## config.mk

```make
export PLATFORM = sky130hd
export DESIGN_NAME = load_store_unit
export DESIGN_NICKNAME = d
export VERILOG_FILES = /design/src/rtl/load_store_unit.sv
export SDC_FILE = /design/constraint.sdc
export NUM_CORES = 1
export LEC_CHECK = 0
export CORE_AREA = 2 2 123 155
export DETAILED_ROUTE_END_ITERATION = 16
export DIE_AREA = 0 0 125 157
export HOLD_SLACK_MARGIN = 0.15
export PLACE_DENSITY = 0.58
export SLEW_MARGIN = 20
export SYNTH_ARGS = -nofsm -noshare
export SYNTH_HDL_FRONTEND = slang
export SYNTH_SLANG_ARGS = --single-unit
```

## constraint.sdc

```tcl
create_clock -name i_clk -period 4.81 [get_ports i_clk]
set_clock_uncertainty 0.15 [all_clocks]
set_input_delay 0.962 -clock i_clk [delete_from_list [all_inputs] [get_ports i_clk]]
set_output_delay 0.962 -clock i_clk [all_outputs]
set_load 0.02 [all_outputs]
```

## src/rtl/load_store_unit.sv

```systemverilog
// Data-memory access stage: one load/store at a time over a req/ack handshake, with
// byte-lane steering, load extension, timeout abort. Optional macro: LSU_MISALIGN_TRAP_EN.
module load_store_unit #(
  parameter int TIMEOUT_CYC = 16
) (
  input  logic        i_clk,
  input  logic        i_rst_n,
  input  logic        i_req_valid,
  output logic        o_req_ready,
  input  logic        i_req_we,
  input  logic [31:0] i_req_addr,
  input  logic [31:0] i_req_wdata,
  input  logic [1:0]  i_req_size,
  input  logic        i_req_signed,
  output logic        o_mem_req,
  output logic        o_mem_we,
  output logic [31:0] o_mem_addr,
  output logic [31:0] o_mem_wdata,
  output logic [3:0]  o_mem_be,
  input  logic        i_mem_ack,
  input  logic [31:0] i_mem_rdata,
  output logic        o_rd_valid,
  output logic [31:0] o_rd_data,
  output logic        o_stall,
  output logic        o_err
);
  localparam logic [1:0] S_IDLE   = 2'd0;
  localparam logic [1:0] S_ACCESS = 2'd1;
  localparam logic [1:0] S_DONE   = 2'd2;
  localparam logic [7:0] TO_LAST  = 8'(TIMEOUT_CYC - 1);

  logic [1:0]  r_state;
  logic [7:0]  r_cnt;
  logic [1:0]  r_size;
  logic [1:0]  r_off;
  logic        r_signed;
  logic        r_mem_req;
  logic        r_mem_we;
  logic [31:0] r_mem_addr;
  logic [31:0] r_mem_wdata;
  logic [3:0]  r_mem_be;
  logic        r_rd_valid;
  logic [31:0] r_rd_data;
  logic        r_err;

  logic [1:0]  w_off;
  logic [3:0]  w_be;
  logic        w_trap;
  logic [7:0]  w_byte;
  logic [15:0] w_half;
  logic [31:0] w_ld;

  // Offset is the size-aligned byte offset; misaligned low bits are dropped here.
  always_comb begin
    w_off = 2'b00;
    w_be  = 4'b1111;
    case (i_req_size)
      2'b00: begin
        w_off = i_req_addr[1:0];
        w_be  = 4'b0001 << i_req_addr[1:0];
      end
      2'b01: begin
        w_off = {i_req_addr[1], 1'b0};
        w_be  = 4'b0011 << {i_req_addr[1], 1'b0};
      end
      default: ;
    endcase
  end

`ifdef LSU_MISALIGN_TRAP_EN
  assign w_trap = ((i_req_size == 2'b01) && i_req_addr[0]) ||
                  (i_req_size[1] && (i_req_addr[1:0] != 2'b00));
`else
  assign w_trap = 1'b0;
`endif

  always_comb begin
    case (r_off)
      2'd0:    w_byte = i_mem_rdata[7:0];
      2'd1:    w_byte = i_mem_rdata[15:8];
      2'd2:    w_byte = i_mem_rdata[23:16];
      default: w_byte = i_mem_rdata[31:24];
    endcase
    w_half = r_off[1] ? i_mem_rdata[31:16] : i_mem_rdata[15:0];
    case (r_size)
      2'b00:   w_ld = {{24{r_signed & w_byte[7]}}, w_byte};
      2'b01:   w_ld = {{16{r_signed & w_half[15]}}, w_half};
      default: w_ld = i_mem_rdata;
    endcase
  end

  always_ff @(posedge i_clk or negedge i_rst_n) begin
    if (!i_rst_n) begin
      r_state     <= S_IDLE;
      r_cnt       <= '0;
      r_size      <= '0;
      r_off       <= '0;
      r_signed    <= 1'b0;
      r_mem_req   <= 1'b0;
      r_mem_we    <= 1'b0;
      r_mem_addr  <= '0;
      r_mem_wdata <= '0;
      r_mem_be    <= '0;
      r_rd_valid  <= 1'b0;
      r_rd_data   <= '0;
      r_err       <= 1'b0;
    end else begin
      r_rd_valid <= 1'b0;
      r_err      <= 1'b0;
      case (r_state)
        S_IDLE: if (i_req_valid) begin
          r_size   <= i_req_size;
          r_off    <= w_off;
          r_signed <= i_req_signed;
          r_cnt    <= '0;
          if (w_trap) begin
            r_state <= S_DONE;
            r_err   <= 1'b1;
          end else begin
            r_state     <= S_ACCESS;
            r_mem_req   <= 1'b1;
            r_mem_we    <= i_req_we;
            r_mem_addr  <= {i_req_addr[31:2], 2'b00};
            r_mem_wdata <= i_req_wdata << {w_off, 3'b000};
            r_mem_be    <= w_be;
          end
        end
        S_ACCESS: begin
          // An ack in the timeout cycle still completes normally.
          if (i_mem_ack) begin
            r_state    <= S_DONE;
            r_rd_valid <= 1'b1;
            if (!r_mem_we) r_rd_data <= w_ld;
            r_mem_req  <= 1'b0;
            r_mem_we   <= 1'b0;
            r_mem_be   <= '0;
          end else if (r_cnt == TO_LAST) begin
            r_state   <= S_IDLE;
            r_err     <= 1'b1;
            r_mem_req <= 1'b0;
            r_mem_we  <= 1'b0;
            r_mem_be  <= '0;
          end else begin
            r_cnt <= r_cnt + 8'd1;
          end
        end
        default: r_state <= S_IDLE;
      endcase
    end
  end

  assign o_req_ready = (r_state == S_IDLE);
  assign o_stall     = (r_state != S_IDLE);
  assign o_mem_req   = r_mem_req;
  assign o_mem_we    = r_mem_we;
  assign o_mem_addr  = r_mem_addr;
  assign o_mem_wdata = r_mem_wdata;
  assign o_mem_be    = r_mem_be;
  assign o_rd_valid  = r_rd_valid;
  assign o_rd_data   = r_rd_data;
  assign o_err       = r_err;
endmodule

```

==> out/qor.txt, run 1 <==
GRT Total Usage: 17.93%
Dpl hpwl: 12.53 mm
Vias in the first global route: 5133
Maximum root-to-sink buffer count: 2
Worst Path Buf+Inv: 1
H-tree depth: 4
# DRC: 0
Hold path start: o_mem_addr[19]$_DFFE_PN0P_
Port Buffers: 207
Initial Utilization: 29.88%
Sw Pwr: 0.001786 W
Largest net degree at the start of global routing: 66
Crit-path cells: clkdlybuf4s50_1, nor3b_4, nor2b_1, a2bb2oi_1, o21ai_0
CTS tree: yes
Clock latency at the later pin of the worst-skew pair: 0.41 ns
Layout cell share with drive strength beyond 1: 6.447%
Lkg Pwr: 3.605 nW
# fillers: 1738
Post-synth top area share: 54.34%
Post-CTS setup buffer count: 0
Measured slew at the worst slew-check pin: 1.089 ns
Cell area after synthesis: 0.005388 mm²
Row cnt: 55
Post-route insts no fill: 988
Post-synthesis sequential area ratio: 54.34%
Avg Cell Area, Syn: 9.708 µm²
Final Hold Vio Count: 0
Crit path DAT: 3.22 ns
Ant diodes: 0
Gate Count Post-Synth: 555
Maximum Capacitance Violations: 0
RSZ-0062 raised after global routing: false
Vias per std cell: 4.999
CTS buffer count: 17
Slew HR: 27.37%
Top post-synthesis cells by area: dfrtp_1 54%, nand2_1 11%, mux2i_1 4.5%
HP Class: flip-flop to flip-flop
Routability-driven placement congestion ratio: 0.8131
Post-detailed-routing wire length: 17.53 mm
Router iterations before antenna repair: 5
Sw frac: 36.94%
Share of power burned in registers: 34.0%
CTS resizes: 0
Final TNS setup: 0 ns
Congestion Overflow GR: 0
Clock Sinks: 117
Worst Setup End Kind: flip-flop
Total power: 0.004835 W
Status: finished, final reports clean
Yosys Warn Count: 0
Cell total after placement: 960
Data required, critical path: 4.99 ns
Die height: 157 µm
Worst-path maximum fanout: 20
Core ar.: 0.01803 mm²
Logic pwr share: 42.3%
Clk root buf: clkbuf_16
Count of nets after finishing: 856
Cell with the most instances after synthesis: nand2_1
Die W: 125 µm
Largest area contributor in the netlist: dfrtp_1
Min Tclk post-route: 3.039 ns
P&R area growth vs syn: 51.83%
Flop2flop setup slack: 2.34 ns
Clock-pin slew on the worst setup and hold paths: 0.05 ns
Number of synthesized flops with an enable pin: 0
Synth top cells by count: 153 x nand2_1, 117 x dfrtp_1, 40 x nand3_1
WL/cell: 17.74 µm
P_int: 0.003049 W
Reg-to-reg endpoint: o_rd_data[25]$_DFFE_PN0P_
Reg2reg start: r_size[1]$_DFFE_PN0P_
Maximum VDD drop: 0.2406 mV
Initial antenna violation count: 0
Crit path max-delay family: simple AND/OR/NAND/NOR gates
Final ANT Viol Nets: 0
Worst-case reg-to-reg path depth: 3
Final count of negative-setup-slack endpoints: 0
CP peak stage delay: 0.76 ns
CTS Hold Buffers Added: 0
Power density over cell area: 591.0 mW/mm²
Via count: 4939
Post-synth cell types: 50
Area of the die: 0.01963 mm²
WHS Endpoint: o_mem_addr[19]$_DFFE_PN0P_
Initial drt markers: 364
Post-synth top flop: dfrtp_1
Ys async rst share: 100.0%
Crit path launch type: input port
Slowest CP cell: nor3b_4
WS Path Type: input port to flip-flop
IO Count: 210
Flop and latch count out of synthesis: 117
WHS Path Cells: 2
Fin crit share: 63.19%
Final Max Tran Viols: 0
Fmax: 329.0 MHz
Clk pwr share: 23.7%
First-pass GRT wire length: 27.61 mm
==> per-layer routing <==
metal	share of wire, %	vias up	track usage [%]
li1	-	2314	-
met1	41	2369	21.79
met2	48	232	28.86
met3	8.3	24	6.730
met4	2.3	0	7.249
met5	0	-	0
==> flip-flops by register name (all words and copies together) (netlist names) <==
name         cells
o_rd_valid       1
r_state          2
r_size           2
o_rd_data       32
r_signed         1
o_mem_addr      30
r_cnt            8
o_mem_req        1
o_err            1
o_mem_be         4
o_mem_wdata     32
o_mem_we         1
r_off            2
==> logic make-up after synthesis <==
| kind of cell | synth area share (%) |
|---|---|
| simple gates | 21.46 |
| compound gates | 15.56 |
| flops | 54.34 |
| buf+inv | 3.553 |
| mux | 4.459 |
| xor+xnor | 0.3252 |
| fa+ha+maj | 0.2322 |
| other cells | 0.06960 |
==> final cells by class <==
class | instances | area [µm²] | share of cell area, %
inverter | 4 | 15.01 | 0.1835
timing repair buffer | 213 | 2127 | 26.00
clock buffer | 23 | 508.0 | 6.210
multi-input combinational | 398 | 2292 | 28.02
tap | 228 | 285.3 | 3.487
sequential | 117 | 2928 | 35.79
clock inverter | 5 | 25.02 | 0.3059
==> per-stage QoR <==
step                utilization [%]  instance area (µm²)  worst slack [ns]  hold WS (ns)
global placement              42.42                 7647             1.488        0.3103
finish                        45.37                 8180             1.771        0.3252
global route                  45.37                 8180             1.527        0.3520
CTS                           45.37                 8180             1.803        0.3310
detailed placement            42.42                 7647             1.357        0.3141
floorplan                         -                 5391             2.675        0.3363
==> power groups by stage <==
stage,Clock [W],Combinational (W),Sequential [W]
3_5_place_dp,0,0.00207,0.00165
4_1_cts,0.00118,0.00207,0.00165
6_report,0.00115,0.00204,0.00164
2_1_floorplan,0,0.000616,0.00202
3_3_place_gp,0,0.00204,0.00165
5_1_grt,0.00123,0.00220,0.00170
==> cell usage in the layout (no fill, tap or decap), types with 5 or more instances in the layout <==
cell             instances
clkdlybuf4s50_1        206
nand2_1                152
dfrtp_1                117
nand3_1                 40
o21ai_0                 26
mux2i_1                 24
clkbuf_16               17
a22o_1                  15
nor2_1                  14
a21oi_1                 14
o22a_1                  13
nor2b_1                 12
and2_1                   9
o31ai_1                  9
a211oi_1                 8
a2bb2oi_1                8
a22oi_1                  6
clkbuf_8                 6
buf_4                    6
clkinv_2                 5
==> tightest hold or removal path, cell delays in order, from the launching register on <==
cell	delay (ns)
dfrtp_1	0.34
nand2_1	0.05
nand2_1	0.05
==> how the worst max path moves through the flow <==
stage               depth (start not counted)                          end  slack [ns]     startpoint
floorplan                                   4         r_cnt[7]$_DFFE_PN0P_        2.68      i_mem_ack
global placement                            5  o_mem_wdata[18]$_DFFE_PN0P_        1.49  i_req_size[1]
detailed placement                          5  o_mem_wdata[18]$_DFFE_PN0P_        1.36  i_req_size[1]
CTS                                         5  o_mem_wdata[19]$_DFFE_PN0P_        1.80  i_req_size[1]
global route                                5  o_mem_wdata[18]$_DFFE_PN0P_        1.53  i_req_size[1]
finish                                      5  o_mem_wdata[18]$_DFFE_PN0P_        1.77  i_req_size[1]
Power figures use the tool's default switching activity.
==> run 2: changes to the inputs <==
PLACE_DENSITY = 0.6   (was 0.58)
clock period = 2.5 ns   (was 4.81 ns; I/O delays follow)
==> out/qor.txt, run 2 (synthesized netlist as in run 1, its figures left out) <==
Router iterations before antenna repair: 5
Via count: 4972
CTS tree: yes
Reg-to-reg endpoint: o_rd_data[15]$_DFFE_PN0P_
Dpl ws: -0.04449 ns
Crit path DAT: 1.74 ns
Port Buffers: 207
WHS Path Cells: 2
Row cnt: 55
Initial antenna violation count: 0
Initial drt markers: 341
Data required, critical path: 1.85 ns
Hold path start: o_mem_addr[27]$_DFFE_PN0P_
Final TNS setup: 0 ns
Worst Setup End Kind: output pin
Routability-driven placement congestion ratio: 0.8163
Crit path launch type: flip-flop
Maximum root-to-sink buffer count: 2
First-pass GRT wire length: 27.77 mm
Min Tclk post-route: 2.391 ns
Area of the die: 0.01963 mm²
Post-detailed-routing wire length: 17.40 mm
Share of power burned in registers: 32.1%
Post-CTS setup buffer count: 0
# DRC: 0
RSZ-0062 raised after global routing: false
Largest net degree at the start of global routing: 73
IO Count: 210
Count of nets after finishing: 870
WL/cell: 17.28 µm
Layout cell share with drive strength beyond 1: 8.612%
Clk pwr share: 26.8%
Final Hold Vio Count: 0
Initial Utilization: 29.88%
Reg2reg start: r_off[1]$_DFFE_PN0P_
Flop2flop setup slack: 0.40 ns
Worst-path maximum fanout: 5
Clock latency at the later pin of the worst-skew pair: 0.41 ns
Vias per std cell: 4.937
Commonest cells after routing, fill and taps aside: 206 x clkdlybuf4s50_1, 152 x nand2_1, 117 x dfrtp_1
Power density over cell area: 1159 mW/mm²
Worst-case reg-to-reg path depth: 4
Most common cell after layout, fill and taps aside: clkdlybuf4s50_1
Slew HR: 51.39%
Measured slew at the worst slew-check pin: 0.7253 ns
Congestion Overflow GR: 0
Vias in the first global route: 5217
PnR worst setup slack: 0.1095 ns
Fin crit share: 95.62%
Die height: 157 µm
P&R area growth vs syn: 56.41%
Maximum VDD drop: 0.5343 mV
Fmax: 418.3 MHz
WHS Endpoint: o_mem_addr[27]$_DFFE_PN0P_
CTS buffer count: 17
Clock Sinks: 117
WS Path Type: flip-flop to output pin
HP Class: flip-flop to flip-flop
Maximum Capacitance Violations: 0
Status: finished, final reports clean
GRT Total Usage: 17.88%
Final Max Tran Viols: 0
Clk root buf: clkbuf_16
Core ar.: 0.01803 mm²
P_int: 0.006231 W
Final ANT Viol Nets: 0
Sw frac: 36.20%
Lkg Pwr: 3.710 nW
Die W: 125 µm
Final count of negative-setup-slack endpoints: 0
Clock-pin slew on the worst setup and hold paths: 0.06 ns
Logic pwr share: 41.2%
Sw Pwr: 0.003536 W
H-tree depth: 4
Dpl hpwl: 12.89 mm
## run 2: worst max-delay path by stage
stage	start	end	slack [ns]	cells after the start
final	r_state[1]$_DFFE_PN0P_	o_req_ready	0.11	2
after global routing	r_state[1]$_DFFE_PN0P_	o_req_ready	0.02	2
after CTS	r_state[1]$_DFFE_PN0P_	o_req_ready	0.08	2
after detailed placement	i_req_size[1]	o_mem_wdata[18]$_DFFE_PN0P_	-0.04	5
after global placement	i_req_size[1]	o_mem_wdata[19]$_DFFE_PN0P_	0.03	5
after floorplan	r_state[1]$_DFFE_PN0P_	o_mem_wdata[0]$_DFFE_PN0P_	0.67	4
## run 2: power by group through the flow
stage	logic [W]	registers (W)	clock network, W
floorplan	0.00119	0.00389	0
CTS	0.00408	0.00314	0.00268
global placement	0.00401	0.00315	0
global route	0.00432	0.00323	0.00277
finish	0.00402	0.00313	0.00261
detailed placement	0.00406	0.00315	0
## run 2: metrics by stage
stage | util, % | area (µm²) | total power [W] | instances | hold WS (ns)
final | 46.74 | 8427 | 0.009766 | 1007 | 0.3206
after global routing | 46.72 | 8424 | 0.01032 | 1006 | 0.3469
after CTS | 46.72 | 8424 | 0.009898 | 1006 | 0.3248
after detailed placement | 43.10 | 7770 | 0.007217 | 973 | 0.3110
after global placement | 43.10 | 7770 | 0.007156 | 973 | 0.3089
after floorplan | - | 5391 | 0.005074 | 556 | 0.05441
## run 2: metal layers
metal | track usage, % | wire (µm) | share of wire (%)
met3 | 6.526 | 1517 | 8.7
met1 | 21.00 | 6998 | 40
met5 | 0 | 0 | 0
met2 | 30.18 | 8607 | 49
met4 | 6.455 | 277 | 1.6
## run 2: timing repair
action,in CTS,in global routing
hold buffers,1,0
resized for setup,1,0
endpoints found under the hold margin,35,0
setup endpoints to repair,1,0
## run 2: cell type report
class	instances	area, µm²
diodes	1	2.502
clock buffers	18	439.2
clock inverters	14	202.7
fillers	1717	9603
inverters	4	15.01
multi-input cells	398	2295
flip-flops and latches	117	2928
well taps	228	285.3
repair buffers	227	2260
## run 2: worst max-delay path: stages, from the launching register on
cell             delay (ns)
dfrtp_1                0.44
nor2_2                 0.24
clkdlybuf4s50_1        0.65
==> run 3: changes to the inputs <==
CAP_MARGIN = 15   (was unset)
CELL_PAD_IN_SITES_DETAIL_PLACEMENT = 0   (was unset)
CELL_PAD_IN_SITES_GLOBAL_PLACEMENT = 1   (was unset)
CORE_AREA = 2 2 125 158   (was 2 2 123 155)
DIE_AREA = 0 0 127 160   (was 0 0 125 157)
PLACE_DENSITY = 0.75   (was 0.6)
==> out/qor.txt, run 3 (synthesized netlist as in run 1, its figures left out) <==
Clock latency at the later pin of the worst-skew pair: 0.41 ns
Port Buffers: 207
Area of the die: 0.02032 mm²
Largest net degree at the start of global routing: 97
Status: finished, final reports clean
Data required, critical path: 1.85 ns
Final count of negative-setup-slack endpoints: 0
Final Hold Vio Count: 0
Power density over cell area: 1142 mW/mm²
Fmax: 419.8 MHz
Slew HR: 51.77%
Initial Utilization: 28.40%
# DRC: 0
H-tree depth: 4
Vias per std cell: 4.789
Lkg Pwr: 3.713 nW
Vias in the first global route: 5020
RSZ-0062 raised after global routing: false
Final ANT Viol Nets: 0
Final Max Tran Viols: 0
Core ar.: 0.01897 mm²
Row cnt: 57
Worst-path maximum fanout: 5
Measured slew at the worst slew-check pin: 0.7195 ns
Clock Sinks: 117
Router iterations before antenna repair: 5
Worst-case reg-to-reg path depth: 4
Post-route insts no fill: 1015
First-pass GRT wire length: 27.46 mm
Congestion Overflow GR: 0
Dpl hpwl: 12.19 mm
Multi-input logic area: 0.002295 mm²
Initial drt markers: 348
Die height: 160 µm
Cell total after placement: 981
Routability-driven placement congestion ratio: 0.7918
WS Path Type: flip-flop to output pin
Clk root buf: clkbuf_16
Crit path DAT: 1.73 ns
# fillers: 1820
Via count: 4861
WHS Path Cells: 2
Most common cell after layout, fill and taps aside: clkdlybuf4s50_1
Count of nets after finishing: 870
Layout cell share with drive strength beyond 1: 8.483%
Post-route design area: 0.008419 mm²
Clock-pin slew on the worst setup and hold paths: 0.05 ns
Post-CTS setup buffer count: 0
P&R area growth vs syn: 56.27%
Worst Setup End Kind: output pin
Fin crit share: 95.28%
GRT Total Usage: 17.28%
IO Count: 210
Maximum root-to-sink buffer count: 2
Dpl cell area: 0.007805 mm²
CTS tree: yes
Die W: 127 µm
Crit path launch type: flip-flop
Commonest cells after routing, fill and taps aside: 206 x clkdlybuf4s50_1, 152 x nand2_1, 117 x dfrtp_1
Reg area: 0.002928 mm²
Min Tclk post-route: 2.382 ns
Final TNS setup: 0 ns
Maximum Capacitance Violations: 0
Post-detailed-routing wire length: 17.31 mm
WL/cell: 17.05 µm
CTS buffer count: 17
Initial antenna violation count: 1
HP Class: flip-flop to flip-flop
Maximum VDD drop: 0.4338 mV
## run 3: cell types whose count changed in the layout (fill, tap and decap cells not counted), sizes merged
cell      delta
clkinv       +2
clkinvlp     -2
bufinv       -1
clkbuf       +1
## run 3: worst max-delay path, cell delays in order, from the launching register on
cell,delay [ns]
dfrtp_1,0.44
nor2_2,0.24
clkdlybuf4s50_1,0.65
## run 3: area by class of cell
class                   count  share of cell area, %
diodes                      1                0.02972
clock buffers              19                  5.261
clock inverters            13                  1.858
inverters                   4                 0.1783
multi-input cells         398                  27.26
flip-flops and latches    117                  34.77
well taps                 236                  3.507
repair buffers            227                  27.14
## run 3: metal layers
layer,share of wire (%),track usage (%),up-vias
li1,-,-,2351
met1,42,21.12,2300
met2,49,28.45,195
met3,8.0,6.298,15
met4,1.4,5.345,0
met5,0,0,-
## run 3: path summary, 6_finish.rpt
path	start	end	slack, ns
setup / recovery	r_state[1]$_DFFE_PN0P_	o_req_ready	0.12
hold / removal	o_mem_addr[23]$_DFFE_PN0P_	o_mem_addr[23]$_DFFE_PN0P_	0.32
setup reg to reg	r_off[1]$_DFFE_PN0P_	o_rd_data[15]$_DFFE_PN0P_	0.48
hold reg to reg	o_mem_addr[23]$_DFFE_PN0P_	o_mem_addr[23]$_DFFE_PN0P_	0.32
max in group asynchronous	i_rst_n	o_mem_be[0]$_DFFE_PN0P_	1.11
min in group asynchronous	i_rst_n	o_mem_addr[2]$_DFFE_PN0P_	0.45
## run 3: report_power, final
group	internal [W]	switching, W
logic	0.00191	0.00213
registers	0.00262	0.000468
clock network	0.00159	0.000900
total	0.00612	0.00350
## run 3: stage by stage
stage / total power (W) / hold slack (ns) / utilization (%) / worst slack (ns)
floorplan: 0.005074 / 0.05441 / - / 0.6654
global route: 0.01016 / 0.3419 / 44.38 / 0.04856
finish: 0.009616 / 0.3213 / 44.38 / 0.1180
CTS: 0.009744 / 0.3256 / 44.37 / 0.08016
detailed placement: 0.007189 / 0.3115 / 41.14 / 0.1663
global placement: 0.007175 / 0.3062 / 41.14 / 0.2238
## run 3: what timing repair did
action / in CTS / in global routing
setup endpoints to repair: 1 / 0
hold buffers: 1 / 0
resized for setup: 1 / 0
endpoints found under the hold margin: 31 / 0
